## src/rtl/serial_arith_defs.sv

```systemverilog
// Shared definitions for the bit-serial arithmetic blocks.
package serial_arith_defs;

  // FSM encodings; the unused 2'd3 pattern is steered back to StIdle by the FSMs.
  typedef enum logic [1:0] {
    StIdle = 2'd0,
    StRun  = 2'd1,
    StDone = 2'd2
  } state_e;

endpackage

```

## src/rtl/half_subtractor.sv

```systemverilog
// Single-bit half subtractor: diff = a - b, borrow set when a < b.
module half_subtractor (
  input  logic a,
  input  logic b,
  output logic diff,
  output logic borrow
);

  assign diff   = a ^ b;
  assign borrow = ~a & b;

endmodule

```

## src/rtl/serial_subtractor.sv

```systemverilog
// Bit-serial unsigned subtractor, LSB first, one bit per clock, start/busy/done handshake.
module serial_subtractor
  import serial_arith_defs::*;
#(
  parameter int unsigned WIDTH = 8
) (
  input  logic             clk,
  input  logic             rst,
  input  logic             start,
  input  logic [WIDTH-1:0] a,
  input  logic [WIDTH-1:0] b,
  output logic             busy,
  output logic             done,
  output logic [WIDTH-1:0] diff,
  output logic             borrow
);

  localparam int unsigned CntW = $clog2(WIDTH) + 1;
  localparam logic [CntW-1:0] LastCnt = CntW'(WIDTH - 1);

  state_e           state_q, state_d;
  logic [WIDTH-1:0] sa_q, sb_q, res_q, diff_q;
  logic             br_q, borrow_q;
  logic [CntW-1:0]  cnt_q;

  logic             hs0_diff, hs0_borrow;
  logic             bit_diff, hs1_borrow;
  logic             br_next;
  logic [WIDTH-1:0] res_next;
  logic             last_bit;

  // Full-subtractor cell from two half subtractors; the OR merges both borrow sources.
  half_subtractor u_hs0 (
    .a      (sa_q[0]),
    .b      (sb_q[0]),
    .diff   (hs0_diff),
    .borrow (hs0_borrow)
  );

  half_subtractor u_hs1 (
    .a      (hs0_diff),
    .b      (br_q),
    .diff   (bit_diff),
    .borrow (hs1_borrow)
  );

  assign br_next  = hs0_borrow | hs1_borrow;
  assign res_next = {bit_diff, res_q[WIDTH-1:1]};
  assign last_bit = (cnt_q == LastCnt);

  // State register.
  always_ff @(posedge clk) begin
    if (rst) begin
      state_q <= StIdle;
    end else begin
      state_q <= state_d;
    end
  end

  // Next-state logic; start is only honoured in StIdle.
  always_comb begin
    state_d = state_q;
    case (state_q)
      StIdle:  if (start) state_d = StRun;
      StRun:   if (last_bit) state_d = StDone;
      StDone:  state_d = StIdle;
      default: state_d = StIdle;
    endcase
  end

  // Handshake outputs decoded from the current state.
  always_comb begin
    busy = 1'b0;
    done = 1'b0;
    case (state_q)
      StRun:   busy = 1'b1;
      StDone:  done = 1'b1;
      default: ;
    endcase
  end

  // Operand/result shifters, borrow flop and bit counter; diff/borrow load on entry to StDone.
  always_ff @(posedge clk) begin
    if (rst) begin
      sa_q     <= '0;
      sb_q     <= '0;
      res_q    <= '0;
      br_q     <= 1'b0;
      cnt_q    <= '0;
      diff_q   <= '0;
      borrow_q <= 1'b0;
    end else begin
      case (state_q)
        StIdle: begin
          if (start) begin
            sa_q  <= a;
            sb_q  <= b;
            br_q  <= 1'b0;
            cnt_q <= '0;
          end
        end
        StRun: begin
          sa_q  <= sa_q >> 1;
          sb_q  <= sb_q >> 1;
          br_q  <= br_next;
          res_q <= res_next;
          cnt_q <= cnt_q + CntW'(1);
          if (last_bit) begin
            diff_q   <= res_next;
            borrow_q <= br_next;
          end
        end
        default: ;
      endcase
    end
  end

  assign diff   = diff_q;
  assign borrow = borrow_q;

endmodule
```

## config.mk

```make
export PLATFORM = sky130hd
export DESIGN_NAME = serial_subtractor
export DESIGN_NICKNAME = d
export VERILOG_FILES = /design/src/rtl/serial_arith_defs.sv /design/src/rtl/half_subtractor.sv /design/src/rtl/serial_subtractor.sv
export SDC_FILE = /design/constraint.sdc
export NUM_CORES = 1
export LEC_CHECK = 0
export BUFFER_PORTS_ARGS = -buffer_cell sky130_fd_sc_hd__buf_2
export CORE_UTILIZATION = 49
export CTS_CLUSTER_SIZE = 20
export DETAILED_ROUTE_END_ITERATION = 8
export PLACE_DENSITY_LB_ADDON = 0.3
export SKIP_LAST_GASP = 1
export SLEW_MARGIN = 15
export SYNTH_ARGS = -nofsm -noshare
export SYNTH_HDL_FRONTEND = slang
export SYNTH_SLANG_ARGS = --single-unit
```

## constraint.sdc

```tcl
create_clock -name clk -period 1.3 [get_ports clk]
set_input_delay 0.13 -clock clk [delete_from_list [all_inputs] [get_ports clk]]
set_output_delay 0.13 -clock clk [all_outputs]
set_load 0.1 [all_outputs]
```

# Word-level counts from Yosys, hierarchy flattened
# Cells that the tools add are included.
# W data, S select, Z words.
[classes]
multipliers = 0
n_reduce_logical = 5
bitwise = 7
addsub = 1
order_cmp = 0
n_eq_ne = 5
mux = 13
n_div = 0
shift = 0
[op_table]
columns = ["operator", "n"]
rows = [
  ["$pmux W8 S2", 2],
  ["$mux W8", 2],
  ["$pmux W4 S2", 1],
  ["$reduce_and A2 Y1", 3],
  ["$add A4 B1 Y4 const B", 1],
  ["$eq A4 B3 Y1 const B", 1],
  ["$mux W2", 2],
  ["$mux W4", 1],
  ["$ne A2 B2 Y1 const B", 2],
  ["$pmux W2 S2", 1],
  ["$mux W1", 3],
  ["$and A1 B1 Y1", 2],
  ["$eq A2 B1 Y1 const B", 1],
  ["$eq A2 B2 Y1 const B", 1],
  ["$logic_not A2 Y1", 1],
  ["$not A1 Y1", 2],
  ["$pmux W1 S2", 1],
  ["$reduce_bool A2 Y1", 1],
  ["$xor A1 B1 Y1", 2],
  ["$or A1 B1 Y1", 1],
]
[word_totals]
ff_bits = 40
mem_bits_ro = 0
wordCells = 39
n_memories = 0
in_bits = 19
latch_bits = 0
ram_bits = 0

# Depth between registers and ports, before layout
# Gate-level depths: netlist (run 1).
[logic_depth]
ltp_word = 5
depth_mapped = 6
mapped_depth_nobuf = 4

# By module
# From an unflattened synthesis (run 1), not the netlist that was laid out.
[unflattened]
cells_unflattened = 199
area_unflattened_um2 = 1785.5
[by_module_without_submodules]
columns = ["mod", "cells_each", "seq_area_each_um2", "instances", "area_per_inst_um2"]
rows = [
  ["serial_subtractor", 193, 780.7, 1, 1745.4],
  ["half_subtractor", 3, 0.0, 2, 20.0],
]

# Worst setup path after synthesis (run 1)
# OpenSTA, ideal clock, no wires.
[synth_timing]
kind = "register to output"
start = "register state_q[1]"
end = "output done"
arrival_time_ns = 1.965
path_buffers = 1
stages_incl_launch_ff = 4
setup_slack_ns = -0.795
cell_sequence = "dfxtp_1 inv_1 clkbuf_1 nor2_1"
[synth_between]
elab_chain_len = 2
[synth_lines]
columns = ["element", "line", "text"]
rows = [
  ["from (decl)", "serial_subtractor.sv:21", "state_e state_q, state_d;"],
  ["from (signal assigned)", "serial_subtractor.sv:54", "state_q <= StIdle;"],
  ["from (signal assigned)", "serial_subtractor.sv:56", "state_q <= state_d;"],
  ["$eq A2 B2 Y1", "serial_subtractor.sv:75", "case (state_q)"],
  ["$mux W1", "serial_subtractor.sv:75", ""],
  ["to (decl)", "serial_subtractor.sv:13", "output logic done,"],
]
# Every way passes these cells.

# Worst setup path after layout (run 1)
# Ends and elaborated chain as after synthesis.

==> summary.md, run 1 <==
| Metric | Value |
|---|---|
| CP max-delay cell | `dfxtp_4` |
| Grt total ovfl | `0` |
| Via count | `1557` |
| Post-Synthesis Cells | `188` |
| Worst VDD drop | `865.7 uV` |
| Clk Latency, worst-skew pair | `0.36 ns` |
| Top delay family on crit path | `flip-flops` |
| P_leak | `0.8989 nW` |
| Root buf cell | `clkbuf_4` |
| Path length in cells of the critical path | `3` |
| Most frequent cell after synthesis | `dfxtp_1` |
| Clock power share | `0.341` |
| Pin count of the biggest net entering global routing | `25` |
| Synth cell count leaders | `39 x dfxtp_1, 28 x nor2_1, 18 x nand2_1` |
| Per-cell routed wire length | `14.58 um` |
| Total global-route track usage | `0.2344` |
| DRT antenna net count | `0` |
| Core outline area | `3337 um2` |
| Clk sinks | `39` |
| Min cycle time layout | `1.313 ns` |
| CP max stage delay | `0.39 ns` |
| Initial antenna violation count | `0` |
| Worst Path Max Fanout | `3` |
| Internal | `0.001877 W` |
| Via density | `5.601` |
| Flop pwr share | `0.509` |
| Syn_nets | `209` |
| Syn Area/Cell | `9.091 um2` |
| Slew Viols, Final | `0` |
| Starting density of the core | `0.5122` |
| DPL Wire Length | `2509 um` |
| DRC Markers | `0` |
| Die area | `3728 um2` |
| Hold depth | `3` |
| Final nets | `252` |
| Util after Layout | `0.6854` |
| Worst slew pin tran | `0.4858 ns` |
| Boundary Pins | `30` |
| Type of origin of the critical path | `flop` |
| CP Capture Type | `output pin` |
| Crit-path cells | `clkinvlp_4 -> nor2_4 -> buf_12` |
| Arr. time, crit path | `1.18 ns` |
| EDFF count, synth | `0` |
| Row count | `21` |
| Sequential element share of the synthesized area | `0.4568` |
| ANT cells | `0` |
| WS Path Type | `reg -> out` |
| H-Tree Depth | `2` |
| Area grow syn2layout | `33.82%` |
| Pwr dens | `1101 nW/um2` |
| Max Root-Sink Buffers | `2` |
| RSZ-0062 raised after global routing | `true` |
| Layout cells sized above 1 | `0.4397` |
| Die Span Y | `61.06 um` |
| Final worst-path cycle share | `1.010` |
| Number of port buffers | `29` |
| CTS tree | `yes` |
| Comb power frac | `0.149` |
| Fmax | `0.7615 GHz` |
| Final Setup Violations | `2` |
| Synth area leader | `dfxtp_1` |
| First-pass GRT wire length | `6306 um` |
| CP bufs+invs | `2` |
| WL final | `4052 um` |
| Routability-driven placement congestion ratio | `0.7564` |
| Sw Pwr | `0.0006418 W` |
| Switching Share | `0.2548` |
| Top cell type's share of synthesized area | `0.4568` |
| # fillers | `264` |
| Worst EP required | `1.17 ns` |
| R2R depth | `5` |
| Rel. slew slack | `0.6783` |
| Top_reg_cell synth | `dfxtp_1` |
| Status | `finished, violations left` |
| Failing checks | `negative setup slack` |
| Main area contributors after synthesis | `dfxtp_1 46%, a211oi_1 6.6%, nor2_1 6.1%, a21oi_1 4.7%, o2bb2ai_1 4.6%` |
| Synth warn | `0` |
| CTS buffer count | `5` |
| Worst slack at placement | `-0.01426 ns` |
| Initial DRC count | `75` |
| Number of global-route vias before repair | `1388` |
| Drt first pass iters | `7` |
| Die X | `61.06 um` |
| Max Cap Viol | `0` |
| Clock slew at reported path FFs | `0.12 ns` |
| Clk_skew | `0.01180 ns` |
| Library cells used by synthesis | `35` |
| Final Hold Vio Count | `0` |
| Ys async rst share | `0` |
| Post-synthesis sequential element count | `39` |
| Worst hold path class | `in -> reg` |
| Setup slack after layout | `-0.01327 ns` |
| Post-Syn Area | `1709 um2` |
-- cells in the final DEF (no fill, tap or decap), drive strengths merged, types with 2 or more instances in the layout --
cell type,synthesis,final
nand3,10,10
buf,10,48
clkinvlp,0,2
a21oi,17,17
a22oi,3,3
o2bb2ai,9,9
a211oi,16,16
inv,5,4
nor2,28,28
o22ai,5,5
nand2b,2,2
nand2,18,18
o21ba,1,2
clkbuf,5,6
dfxtp,39,39
a21bo,8,8
-- cell type report --
class	count	area, um2	area share
Clock buffer	6	51.30	0.02243
Clock inverter	2	35.03	0.01532
Inverter	5	38.79	0.01696
Multi-Input combinational cell	130	898.4	0.3928
Sequential cell	39	799.5	0.3496
Tap cell	46	57.56	0.02516
Timing Repair Buffer	49	397.9	0.1740
Timing Repair inverter	1	8.758	0.003829
-- through the flow --
stage / TNS [ns] / std cells / hold slack, ns / instance area (um2) / total power [W]
2_1_floorplan: -0.05219 / 188 / 0.2783 / 1740 / 0.001525
3_3_place_gp: 0 / 256 / 0.3769 / 1944 / 0.001590
3_5_place_dp: -0.01453 / 256 / 0.3886 / 1944 / 0.001608
4_1_cts: -0.05683 / 274 / 0.03278 / 2175 / 0.002496
5_1_grt: -0.1119 / 278 / 0.03632 / 2287 / 0.002617
6_report: -0.02376 / 278 / 0.02850 / 2287 / 0.002519
-- sequential cells by signal, summed over array words and instances (netlist names) --
name,flops
res_q,7
cnt_q,4
borrow,1
state_q,2
br_q,1
sb_q,8
diff,8
sa_q,8
-- power by group through the flow --
stage / sequential, W / combinational [W] / clock [W]
4_1_cts: 0.00128 / 0.000351 / 0.000863
3_3_place_gp: 0.00130 / 0.000287 / 0
2_1_floorplan: 0.00130 / 0.000226 / 0
5_1_grt: 0.00129 / 0.000407 / 0.000920
6_report: 0.00128 / 0.000376 / 0.000860
3_5_place_dp: 0.00131 / 0.000301 / 0
-- worst register-to-register path, delay by kind of cell, from the launching register on --
family / cells / cell delay [ns]
buffers and inverters: 2 / 0.29
AOI/OAI and AO/OA: 1 / 0.14
DFF: 1 / 0.37
and+or+nand+nor: 2 / 0.44
-- logic make-up after synthesis --
group,Yosys count,share of synthesized area
fa+ha+maj,2,0.01903
compound gates,64,0.2855
simple gates,63,0.1625
flops,39,0.4568
buf+inv,20,0.07613
-- what timing repair did --
item / in CTS / in global routing
hold buffers: 0 / 0
pin swaps: 1 / 14
resized for setup: 14 / 19
endpoints found under the setup margin: 12 / 21
setup buffers: 8 / 2
gates cloned: 2 / 2
-- final timing paths --
| path | from | to | slack, ns |
|---|---|---|---|
| min reg2reg | res_q[6] | res_q[5] | 0.47 |
| max reg2reg | state_q[0] | cnt_q[3] | 0.01 |
| min | a[7] | sa_q[7] | 0.03 |
| max | state_q[1] | done | -0.01 |
-- metal layers --
layer	routed length (um)	vias to the layer above	track usage
li1	-	754	-
met1	1756	753	0.3113
met2	2032	41	0.3556
met3	185	9	0.06723
met4	77	0	0.1039
met5	0	-	0
Note: power is estimated with default switching activity, not from simulation.
==> run 2, diff against run 1 <==
==> constraint.sdc (replaced) <==
create_clock -name clk -period 1.3 [get_ports clk]
set_input_delay 0.065 -clock clk [delete_from_list [all_inputs] [get_ports clk]]
set_output_delay 0.065 -clock clk [all_outputs]
set_load 0.1 [all_outputs]
==> summary.md, run 2 (same netlist as run 1, synthesis figures left out) <==
| Metric | Value |
|---|---|
| Status | `completed` |
| Util after Layout | `0.6528 (-0.03262)` |
| Initial DRC count | `66 (-12%)` |
| Arr. time, crit path | `1.23 ns (+0.05 ns)` |
| Final Hold Vio Count | `0 (unchanged)` |
| RSZ-0062 raised after global routing | `true` |
| # fillers | `280 (+6.1%)` |
| Clk Latency, worst-skew pair | `0.36 ns (about the same)` |
| Via density | `5.579 (-0.39%)` |
| Grt total ovfl | `0 (unchanged)` |
| Setup slack after layout | `0.008885 ns (+0.02216 ns)` |
| Max Cap Viol | `0 (unchanged)` |
| Worst EP required | `1.24 ns (+0.07 ns)` |
| Via count | `1523 (-2.2%)` |
| Worst slew pin tran | `0.4845 ns (-0.001352 ns)` |
| Per-cell routed wire length | `14.42 um (-1.0%)` |
| Type of origin of the critical path | `flop` |
| Die area | `3728 um2 (unchanged)` |
| Die X | `61.06 um (unchanged)` |
| Worst VDD drop | `732.6 uV (-15%)` |
| Total global-route track usage | `0.2308 (-0.003585)` |
| Max Root-Sink Buffers | `2 (unchanged)` |
| Commonest non-fill, non-tap cells in the layout | `27 x nor2_1, 27 x dfxtp_1, 27 x buf_2` |
| Final worst-path cycle share | `0.9932 (-0.01704)` |
| DRC Markers | `0 (unchanged)` |
| ANT cells | `0 (unchanged)` |
| Final nets | `247 (-2.0%)` |
| Worst Path Max Fanout | `9 (+6)` |
| DPL Wire Length | `2408 um (-4.1%)` |
| Fmax | `0.7745 GHz (+1.7%)` |
| Drt first pass iters | `4 (-3)` |
| Area grow syn2layout | `27.45%` |
| WL final | `3938 um (-2.8%)` |
| Pin count of the biggest net entering global routing | `40 (+60%)` |
| H-Tree Depth | `2 (unchanged)` |
| CTS tree | `yes` |
| Worst hold path class | `in -> reg` |
| Pwr dens | `1033 nW/um2 (-6.2%)` |
| Number of global-route vias before repair | `1423 (+2.5%)` |
| Rel. slew slack | `0.6792 (+0.0008950)` |
| Core outline area | `3337 um2 (unchanged)` |
| Worst slack at placement | `-0.02928 ns (-0.01501 ns)` |
| Number of port buffers | `29 (unchanged)` |
| Root buf cell | `clkbuf_4` |
| Boundary Pins | `30 (unchanged)` |
| P_leak | `0.8470 nW (-5.8%)` |
| CP Capture Type | `output pin` |
| CTS buffer count | `5 (unchanged)` |
| Clk sinks | `39 (unchanged)` |
| Min cycle time layout | `1.291 ns (-0.02216 ns)` |
| Power Total | `0.002251 W (-11%)` |
| DRT antenna net count | `0 (unchanged)` |
| Routability-driven placement congestion ratio | `0.7185 (-5.0%)` |
| Die Span Y | `61.06 um (unchanged)` |
| Row count | `21 (unchanged)` |
| First-pass GRT wire length | `6196 um (-1.7%)` |
| Initial antenna violation count | `0 (unchanged)` |
| Final Setup Violations | `0 (-2)` |
| Hold_ws | `0.06079 ns (+0.03229 ns)` |
| Starting density of the core | `0.5122 (unchanged)` |
| Layout cells sized above 1 | `0.3921 (-0.04758)` |
| Clock slew at reported path FFs | `0.11 ns (about the same)` |
| WS Path Type | `reg -> out` |
| Slew Viols, Final | `0 (unchanged)` |
| Clk_skew | `0.01421 ns (+0.002412 ns)` |
[run 2: cell count changes in the layout (fill, tap and decap cells not counted), moves of 2 or more]
| cell | change |
|---|---|
| a21bo_2 | +3 |
| dfxtp_2 | -2 |
| a21bo_4 | -3 |
| dlygate4sd3_1 | +2 |
| buf_4 | -6 |
[run 2: critical path, stage by stage, from the launching register on]
cell      delay [ns]
dfxtp_2         0.37
buf_12          0.14
nand2b_4        0.11
inv_12          0.08
buf_16          0.16
[run 2: cell type report]
cell class	count	area, um2	share of cell area
multi-input cells	129	849.6	0.3900
repair inverters	1	8.758	0.004021
repair buffers	45	369.1	0.1694
flip-flops and latches	39	800.8	0.3676
well taps	46	57.56	0.02642
inverters	5	38.79	0.01781
clock buffers	6	41.29	0.01895
clock inverters	2	12.51	0.005744
[run 2: final timing paths]
check	start	endpoint	slack, ns	depth (start not counted)
setup / recovery	state_q[0]	busy	0.009	4
setup reg to reg	cnt_q[1]	diff[7]	0.009	5
hold / removal	a[1]	sa_q[1]	0.06	3
hold reg to reg	res_q[5]	res_q[4]	0.47	2
[run 2: power by group]
| group | total [W] | switching, W | leakage, nW | internal [W] |
|---|---|---|---|---|
| logic | 0.000356 | 0.000193 | 0.494 | 0.000163 |
| registers | 0.00128 | 0.0000345 | 0.325 | 0.00125 |
| clock network | 0.000614 | 0.000405 | 0.0282 | 0.000209 |
| total | 0.00225 | 0.000633 | 0.847 | 0.00162 |
[run 2: per-layer routing]
| layer | vias up | part of all wire | global-route usage |
|---|---|---|---|
| met5 | - | 0 | 0 |
| met4 | 0 | 0.015 | 0.1234 |
| met3 | 9 | 0.049 | 0.06723 |
| met2 | 47 | 0.50 | 0.3742 |
| met1 | 723 | 0.43 | 0.2770 |
| li1 | 744 | - | - |
[run 2: stage by stage]
stage | instance area [um2] | TNS, ns | cells
4_1_cts | 2096 | -0.02982 | 270
3_5_place_dp | 1929 | -0.03645 | 254
6_report | 2178 | 0 | 273
5_1_grt | 2178 | -0.2098 | 273
2_1_floorplan | 1740 | 0 | 188
3_3_place_gp | 1929 | 0 | 254
[run 2: repair_timing]
| action | 4_1_cts | 5_1_grt |
|---|---|---|
| endpoints found under the hold margin | 2 | 0 |
| cloned | 2 | 1 |
| hold buffers | 2 | 0 |
| pin swaps | 0 | 5 |
| setup endpoints to repair | 10 | 20 |
| buffers inserted | 4 | 2 |
| gates resized for setup | 8 | 16 |
==> run 3, diff against run 2 <==
- CORE_UTILIZATION: 49 -> 37
==> summary.md, run 3 (same netlist as run 1, synthesis figures left out) <==
| Metric | Value |
|---|---|
| CP bufs+invs | `1 (-2)` |
| Pin count of the biggest net entering global routing | `40 (unchanged)` |
| CTS buffer count | `5 (unchanged)` |
| Grt total ovfl | `0 (unchanged)` |
| Area grow syn2layout | `30.01%` |
| Setup slack after layout | `-0.004811 ns (-0.01370 ns)` |
| Row count | `24 (+14%)` |
| Setup TNS | `-0.006121 ns (-0.006121 ns)` |
| Core outline area | `4384 um2 (+31%)` |
| ANT cells | `0 (unchanged)` |
| Max Cap Viol | `0 (unchanged)` |
| CP max-delay cell | `dfxtp_2` |
| Drt first pass iters | `4 (unchanged)` |
| Final Hold Vio Count | `0 (unchanged)` |
| Worst EP required | `1.53 ns (+0.29 ns)` |
| Clock slew at reported path FFs | `0.08 ns (-0.03 ns)` |
| Number of global-route vias before repair | `1469 (+3.2%)` |
| Status | `finished, violations left` |
| CP max stage delay | `0.34 ns (-0.03 ns)` |
| DRC Markers | `0 (unchanged)` |
| Final nets | `247 (unchanged)` |
| Max Root-Sink Buffers | `2 (unchanged)` |
| Number of port buffers | `29 (unchanged)` |
| Via density | `5.222 (-6.4%)` |
| Clk sinks | `39 (unchanged)` |
| DRT antenna net count | `0 (unchanged)` |
| Worst hold path class | `in -> reg` |
| Pwr dens | `1193 nW/um2 (+15%)` |
| WS Path Type | `reg -> reg` |
| Util after Layout | `0.5068 (-0.1459)` |
| Min cycle time layout | `1.305 ns (+0.01370 ns)` |
| Die area | `4895 um2 (+31%)` |
| First-pass GRT wire length | `6548 um (+5.7%)` |
| Worst slack at placement | `0.04183 ns (+0.07111 ns)` |
| Die Span Y | `69.97 um (+15%)` |
| Top delay family on crit path | `flip-flops` |
| Final worst-path cycle share | `1.004 (+0.01054)` |
| Non-filler cells, final | `279 (+2.2%)` |
| Layout cells sized above 1 | `0.3877 (-0.004405)` |
| Routability-driven placement congestion ratio | `0.7188 (about the same)` |
| Type of origin of the critical path | `flop` |
| # fillers | `415 (+48%)` |
| Root buf cell | `clkbuf_8` |
| Slew Viols, Final | `0 (unchanged)` |
| DPL Wire Length | `2409 um (about the same)` |
| RSZ-0062 raised after global routing | `true` |
| Starting density of the core | `0.3898 (-0.1223)` |
| Commonest non-fill, non-tap cells in the layout | `27 x nor2_1, 27 x dfxtp_1, 27 x buf_2` |
| Initial DRC count | `91 (+38%)` |
| Total global-route track usage | `0.1659 (-0.06492)` |
| Crit-path cells | `ha_4 -> and3b_2 -> clkbuf_16 -> a21bo_2 -> a21oi_1` |
| H-Tree Depth | `2 (unchanged)` |
| Via count | `1457 (-4.3%)` |
| P_leak | `0.8711 nW (+2.8%)` |
| Initial antenna violation count | `0 (unchanged)` |
| Dpl cells | `265 (+4.3%)` |
| Clk_skew | `0.009597 ns (-0.004615 ns)` |
| Worst slew pin tran | `0.4850 ns (+0.0005275 ns)` |
| WL final | `3870 um (-1.7%)` |
| Final Setup Violations | `2 (+2)` |
| Worst VDD drop | `859.4 uV (+17%)` |
| Clk Latency, worst-skew pair | `0.29 ns (-0.07 ns)` |
| CTS tree | `yes` |
| Fmax | `0.7664 GHz (-1.0%)` |
| Per-cell routed wire length | `13.87 um (-3.8%)` |
| Worst Path Max Fanout | `4 (-5)` |
| Die X | `69.97 um (+15%)` |
| Failing checks | `negative setup slack` |
| Rel. slew slack | `0.6789 (about the same)` |
| Boundary Pins | `30 (unchanged)` |
| CP Capture Type | `flop` |
| Arr. time, crit path | `1.53 ns (+0.30 ns)` |
run 3: tightest hold or removal path: stages:
cell and delay, ns:
buf_2 0.08, a22oi_1 0.05, nor2_1 0.08
run 3: power breakdown:
part	switching, W	leakage [nW]	total, W	internal, W
clock	0.000422	0.0612	0.00104	0.000621
sequential	0.0000332	0.324	0.00128	0.00125
combinational	0.000186	0.485	0.000326	0.000140
total	0.000641	0.871	0.00265	0.00201
run 3: worst paths after layout:
| check | start | to | slack, ns | cells past startpoint |
|---|---|---|---|---|
| worst min-delay path | b[7] | sb_q[7] | 0.02 | 3 |
| worst max register to register | cnt_q[1] | diff[7] | -0.005 | 5 |
| worst max-delay path | cnt_q[1] | diff[7] | -0.005 | 5 |
| worst min register to register | res_q[1] | diff[0] | 0.47 | 2 |
run 3: area by class of cell:
class	count	area, um2	share of cell area
Clock buffer	6	82.58	0.03716
Clock inverter	2	35.03	0.01577
Inverter	5	31.28	0.01408
Multi-Input combinational cell	129	844.6	0.3801
Sequential cell	39	795.8	0.3581
Tap cell	52	65.06	0.02928
Timing Repair Buffer	45	359.1	0.1616
Timing Repair inverter	1	8.758	0.003941
run 3: what timing repair did:
item / 4_1_cts / 5_1_grt
setup endpoints to repair: 2 / 15
resized for setup: 4 / 11
pin swaps: 0 / 8
gates cloned: 1 / 2
setup buffers: 2 / 1
hold buffers: 0 / 0
run 3: metrics by stage:
stage / power, W / area (um2) / hold WS [ns]
6_report: 0.002652 / 2222 / 0.02030
5_1_grt: 0.002764 / 2222 / 0.04898
4_1_cts: 0.002667 / 2125 / 0.02149
3_5_place_dp: 0.001613 / 1974 / 0.3216
3_3_place_gp: 0.001606 / 1974 / 0.3060
2_1_floorplan: 0.001525 / 1740 / 0.2133
run 3: layer usage:
metal / vias up / track usage / part of all wire
li1: 746 / - / -
met1: 689 / 0.2102 / 0.49
met2: 16 / 0.2714 / 0.46
met3: 6 / 0.04762 / 0.030
met4: 0 / 0.05333 / 0.014
met5: - / 0 / 0
